### config.mk
export PLATFORM = sky130hd
export DESIGN_NAME = mem_stage
export DESIGN_NICKNAME = d
export VERILOG_FILES = /design/src/rtl/mem_stage.sv
export SDC_FILE = /design/constraint.sdc
export NUM_CORES = 1
export LEC_CHECK = 0
export CAP_MARGIN = 20
export CORE_AREA = 5 5 153 155
export DETAILED_ROUTE_END_ITERATION = 12
export DIE_AREA = 0 0 158 160
export GPL_TIMING_DRIVEN = 0
export PLACE_DENSITY = 0.7
export SLEW_MARGIN = 20
export SYNTH_ARGS = -nofsm -noshare
export SYNTH_HDL_FRONTEND = slang
export SYNTH_SLANG_ARGS = --single-unit
### constraint.sdc
create_clock -name clk -period 2.87 [get_ports clk]
set_clock_uncertainty 0.05 [all_clocks]
set_input_delay 0.7175 -clock clk [delete_from_list [all_inputs] [get_ports clk]]
set_output_delay 0.7175 -clock clk [all_outputs]
set_load 0.005 [all_outputs]
### src/rtl/mem_stage.sv
// Beta MEM stage: stage registers, LD/ST/LDR decode, data-memory req/ack, WB outputs and bypass tap (option: MEM_ALIGN_CHECK_EN).
// Latency: 1 cycle to write-back. A zero-wait access adds no cycles, and each memory wait cycle adds one stall cycle.
// Backpressure: mem_stall holds the stage and upstream stages until dmem_ack, and write-back receives NOP_IR bubbles meanwhile.
module mem_stage #(
  parameter logic [31:0] NOP_IR   = 32'h83FFF800,
  parameter logic [31:0] RESET_PC = 32'h00000000
) (
  input  logic        clk,
  input  logic        rst,
  input  logic [31:0] pc_mem_next,
  input  logic [31:0] ir_mem_next,
  input  logic [31:0] y_mem_next,
  input  logic [31:0] st_mem_next,
  output logic        dmem_req,
  output logic        dmem_we,
  output logic [31:0] dmem_addr,
  output logic [31:0] dmem_wd,
  input  logic        dmem_ack,
  input  logic [31:0] dmem_rd,
  output logic        mem_stall,
  output logic [31:0] pc_wb_next,
  output logic [31:0] ir_wb_next,
  output logic [31:0] y_wb_next,
  output logic [31:0] mem_rd,
  output logic        byp_valid,
  output logic [4:0]  byp_addr,
  output logic [31:0] byp_data,
  output logic        byp_ld_pending,
  output logic        misalign
);

  typedef enum logic {S_RUN, S_WAIT} state_t;

  state_t      state, state_nxt;
  logic [31:0] pc_mem, ir_mem, y_mem, st_mem;
  logic        is_ld, is_st, is_ldr, is_mem, mis;

  assign is_ld  = (ir_mem[31:26] == 6'h18);
  assign is_st  = (ir_mem[31:26] == 6'h19);
  assign is_ldr = (ir_mem[31:26] == 6'h1F);
  assign is_mem = is_ld | is_st | is_ldr;

`ifdef MEM_ALIGN_CHECK_EN
  assign mis = is_mem & (y_mem[1:0] != 2'b00);
`else
  assign mis = 1'b0;
`endif

  always_ff @(posedge clk) begin
    if (rst) state <= S_RUN;
    else     state <= state_nxt;
  end

  always_comb begin
    state_nxt = state;
    case (state)
      S_RUN:   if (dmem_req && !dmem_ack) state_nxt = S_WAIT;
      S_WAIT:  if (dmem_ack) state_nxt = S_RUN;
      default: state_nxt = S_RUN;
    endcase
  end

  always_comb begin
    dmem_req  = is_mem & ~mis & ((state == S_RUN) | (state == S_WAIT));
    dmem_we   = is_st;
    dmem_addr = y_mem;
    dmem_wd   = st_mem;
    mem_stall = dmem_req & ~dmem_ack;
    misalign  = mis;
  end

  always_ff @(posedge clk) begin
    if (rst) begin
      pc_mem <= RESET_PC;
      ir_mem <= NOP_IR;
      y_mem  <= 32'd0;
      st_mem <= 32'd0;
    end else if (!mem_stall) begin
      pc_mem <= pc_mem_next;
      ir_mem <= ir_mem_next;
      y_mem  <= y_mem_next;
      st_mem <= st_mem_next;
    end
  end

  // Gating with dmem_req drops any ack that arrives without an outstanding request.
  always_ff @(posedge clk) begin
    if (rst)                                mem_rd <= 32'd0;
    else if (dmem_req && dmem_ack && !dmem_we) mem_rd <= dmem_rd;
  end

  // A stalled instruction is shown to write-back only on its final (acked) cycle, so it commits once.
  assign pc_wb_next = pc_mem;
  assign ir_wb_next = (mem_stall | mis) ? NOP_IR : ir_mem;
  assign y_wb_next  = mem_stall ? 32'd0 : y_mem;

  assign byp_addr       = ir_mem[25:21];
  assign byp_data       = y_mem;
  assign byp_valid      = ~is_st & ~is_ld & ~is_ldr & (byp_addr != 5'd31);
  assign byp_ld_pending = (is_ld | is_ldr) & (byp_addr != 5'd31);

endmodule

* After elaboration in Yosys (flattened, before gate mapping)
Cells that the tools add are included.
** Word-level totals
- Input bits :: 163
- Word-level logic and storage cells :: 26
- Memory bits (writable) :: 0
- Bits in registers :: 160
- Bits in latches :: 0
- Memories :: 0
- ROM bits :: 0
- Output and inout port bits :: 235
** Cells by class
- Shift operators :: 0
- Order comparisons :: 0
- Mux-type cells :: 2
- Add/sub/neg operators :: 0
- Divide/modulo/power cells :: 0
- Eq/ne operators :: 4
- Reduce and logical (&&, ||, !) cells :: 3
- Bitwise logic cells :: 12
- $mul :: 0
** Operators by type and width (count)
- 32-bit 2-to-1 mux :: 2
- 6-bit by 5-bit equality test with 1-bit output (second input constant) :: 3
- 1-bit bitwise AND :: 5
- 5-bit != test (second input constant) :: 1
- 1-bit inverter :: 4
- 1-bit bitwise OR :: 3
- 1-bit logical AND :: 2
- 1-bit logical NOT :: 1

* Depth between registers and ports, before layout
- Depth in word-level cells :: 5
- Depth in mapped cells :: 5

* Worst setup path before layout
OpenSTA, ideal clock, no wires.
- Kind :: input to output
- Start point :: in dmem_ack
- End point :: out ir_wb_next[11]
- Arrival :: 1.401 ns
- Stages :: 4
- Setup slack :: 0.701 ns
- Cells stage by stage :: a211oi_4 -> buf_6 -> buf_2 -> or2_2
** On the way
- Word-level cells in the longest chain between the ends :: 3
** Ends and longest elaborated chain
- from (decl) :: RTL line 18 : input logic dmem_ack,
- 1-bit inverter :: RTL line 68 : mem_stall = dmem_req & ~dmem_ack;
- 1-bit bitwise AND :: RTL line 68
- 32-bit 2-to-1 mux :: RTL line 94 : assign ir_wb_next = (mem_stall | mis) ? NOP_IR : ir_mem;
- to (decl) :: RTL line 22 : output logic [31:0] ir_wb_next,
No other way between the ends.

* Worst setup path in the final report
Same ends and word-level chain as after synthesis.

==> flow_summary_export.csv <==
group,metric,value,unit
status,outcome,"completed",
logic_synthesis,synth-warning-count,0,
setup_path,worst-r2r-cell-count,8,
die,std_cell_rows,54,
logic_synthesis,ys_ff_latch,160,
timing,clock.fmax,353,MHz
timing,setup-tns-final,0,ns
logic_synthesis,synth-simple-area-share,0.300,
setup_path,critical-path-top-cell-by-count,"sky130_fd_sc_hd__dlygate4sd2_1",
logic_synthesis,synth_fp_nets,978,
global_routing,grt_first_pass_wirelength,40.8,mm
routing,drt_wl_total,26.8,mm
routing,detailedRoute.firstIterationViolations,237,
timing,tightest_slew,0.656,ns
timing,fin_hold_ws,0.420,ns
finish,finalInstanceArea,12900,um^2
placement,detailed_place.area,12200,um^2
logic_synthesis,synth_sequential_area_ratio,0.407,
logic_synthesis,dominantRegCellSynth,"sky130_fd_sc_hd__dfxtp_1",
timing,crit_path_setup_slack_layout,0.0401,ns
setup_path,reg2reg_end,"dmem_wd[21]",
die,start_util,0.363,
setup_path,crit_fanout,6,
logic_synthesis,synth-edff-count,0,
timing,slew_violations,0,
clock_tree,cts.reportedPaths.clkPinSlew,0.07,ns
clock_tree,cts_htree_levels,4,
setup_path,worstSetupPathType,"primary input to primary output",
setup_path,path_buf_inv,5,
die,die_y,160,um
clock_tree,clock_insertion_delay_worst_skew,0.41,ns
logic_synthesis,main_combinational_cell_family_by_area_after_synthesis,"simple AND/OR/NAND/NOR gates",
routing,drt_pre_antenna_iters,4,
logic_synthesis,yosys.cell_types.count,28,
logic_synthesis,post_synth_inst_count,815,
clock_tree,cts_sinks,160,
logic_synthesis,muxShareOfSynthArea,0.197,
global_routing,gr-usage-met2,0.371,
routing,post-route-drc-count,0,
global_routing,globalRouteMet1Util,0.237,
global_routing,grt_util_met3,0.0590,
global_routing,maximum_number_of_pins_on_one_net_before_global_route_repair,17,
clock_tree,cts.root.buffer_cell,"sky130_fd_sc_hd__clkbuf_16",
logic_synthesis,synth-xor-area-share,0,
routing,route.detailed.vias_per_inst,4.44,
setup_path,worstSetupStartpointType,"primary input",
setup_path,setup.worst_path.end,"ir_wb_next[11]",
power_and_ir_drop,power_leakage,4.88,nW
finish,layout.filler_cells,1947,
die,top_level_ports,398,
timing,grt_setup_unrepaired,"true",
clock_tree,clock_tree_from_tritoncts,"yes",
clock_tree,max-clock-path-buffers,2,
worst_hold_path,path_class_of_the_lowest_slack_min_delay_path,"register to register",
global_routing,grt.total_usage,0.208,
setup_path,r2r_slack,0.94,ns
setup_path,worst_path_required_time,2.10,ns
finish,layout_commonest_cell,"sky130_fd_sc_hd__clkdlybuf4s50_1",
setup_path,critical_path.reg2reg.startpoint,"ir_mem[28]",
timing,hold_violations,0,
die,die_footprint,25300,um^2
logic_synthesis,netlist_area,7860,um^2
power_and_ir_drop,power,5.41,mW
finish,finalNetCount,1410,
run,timing.max_cap.violations,0,
placement,buffer_ports.inserted,395,
finish,layout-area-overhead-vs-synth,64.6,%
routing,detailroute.via_count,6844,
global_routing,grt_pass1_vias,7048,
routing,antenna_violating_nets_post_route,0,
finish,drive_gt1_frac,0.117,
logic_synthesis,synth_compound_area_frac,0.0115,
die,die_width,158,um
routing,detail_route.wl_per_cell,17.4,um
placement,place.gp.congestion,0.791,
setup_path,critPathLaunch,"dmem_ack",
power_and_ir_drop,pwr_density_cell,418,nW/um^2
timing,max_slew_margin,0.563,
placement,worst_setup_slack_before_clock_tree_synthesis,-0.660,ns
setup_path,cpPeakStageDelay,0.32,ns
placement,hpwlAfterDp,21.1,mm
power_and_ir_drop,peakVddDrop,0.000358,V
timing,layout_min_cycle_time,2.83,ns
finish,commonest_non_fill_non_tap_cells_in_the_layout,"329 x sky130_fd_sc_hd__clkdlybuf4s50_1, 283 x sky130_fd_sc_hd__nand2b_1, 157 x sky130_fd_sc_hd__dfxtp_1, 155 x sky130_fd_sc_hd__mux2i_1, 51 x sky130_fd_sc_hd__buf_4",
clock_tree,cts-buffers-inserted,17,
global_routing,grt_antenna_before_repair,1,
setup_path,critical_path_cell_count,7,
setup_path,critical_path_arrival,2.06,ns
setup_path,critPathSlowestCell,"sky130_fd_sc_hd__dlygate4sd2_1",
timing,post-route-period-util,0.986,
setup_path,cpLargestDelayFamily,"buffers and inverters",
die,placeableCoreArea,21700,um^2
global_routing,grt.overflow.total,0,
setup_path,crit_chain,"dlygate4sd2_1 > a211oi_4 > buf_6 > buf_4 > buf_8 > or2_2 > dlygate4sd2_1",
logic_synthesis,postSynthAreaPerCell,9.65,um^2
setup_path,timing.critical_path.to_type,"primary output",
global_routing,layer_with_the_highest_usage_after_global_routing,"met2",
logic_synthesis,synthAdderAreaFrac,0,
logic_synthesis,synth_async_sr_flop_share,0,
timing,setup_viol_count_final,0,
tightest hold or removal path, delay by kind of cell (launching register included):
kind	cells	cell delay, ns
multiplexers	1	0.05
flip-flops	1	0.31
AND/OR/NAND/NOR	1	0.06
area by class of cell:
type	count	area (um^2)	area share
sequential	160	3210	0.248
inverter	1	3.75	0.000290
clock inverter	13	103	0.00793
timing repair buffer	414	4070	0.315
clock buffer	19	443	0.0342
buffer	97	741	0.0572
multi-input combinational	556	4010	0.310
tap	280	350	0.0271
antenna	1	2.50	0.000193
report_power, final:
part | leakage [nW] | internal, mW | total [mW] | switching, mW
clock | 0.250 | 1.14 | 2.11 | 0.970
combinational | 3.30 | 0.609 | 0.899 | 0.290
sequential | 1.33 | 2.32 | 2.39 | 0.0720
total | 4.88 | 4.07 | 5.41 | 1.33
Yosys cell counts, drive strengths merged (2+ instances only):
master,instances,share of area
o21ba,2,0.0025
nor2,34,0.016
clkbuf,37,0.018
mux2i,155,0.20
buf,61,0.065
nor2b,48,0.038
or2,17,0.014
o21ai,3,0.0019
nand2b,283,0.23
dfxtp,160,0.41
nand3,2,0.0019
stage by stage:
step | instances | util
floorplan | 815 | -
global placement | 1490 | 0.561
detailed placement | 1490 | 0.561
CTS | 1537 | 0.596
global route | 1541 | 0.597
finish | 1541 | 0.597
timing repair:
action,4_1_cts,5_1_grt
setup endpoints to repair,65,48
pin swaps,2,0
resized for setup,97,36
hold buffers,0,0
gates cloned,1,0
setup buffers,14,4
worst min path at each step:
stage / from / cells after the start / endpoint
global route: ir_mem[8] / 2 / ir_mem[8]
floorplan: ir_mem[0] / 2 / ir_mem[0]
detailed placement: mem_rd[2] / 2 / mem_rd[2]
CTS: dmem_wd[30] / 2 / dmem_wd[30]
global placement: ir_mem[7] / 2 / ir_mem[7]
finish: mem_rd[15] / 2 / mem_rd[15]
cells by family (layout without fill, tap and decap cells):
| kind of cell | Yosys count | after routing |
|---|---|---|
| flip-flops | 160 | 160 |
| multiplexers | 155 | 155 |
| other | 1 | 2 |
| AO/OA/AOI/OAI | 10 | 10 |
| buffers and inverters | 99 | 544 |
| AND/OR/NAND/NOR | 390 | 390 |
layer usage:
metal,share of wire,wire length [um]
met1,0.39,10400
met2,0.51,13600
met3,0.083,2220
met4,0.022,589
met5,0,0
state kept, by name, summed over array words and instances, names as in the netlist:
register,cells
pc_wb_next,32
dmem_wd,32
ir_mem,32
mem_rd,32
byp_data,32
Note: power is estimated with default switching activity, not from simulation.
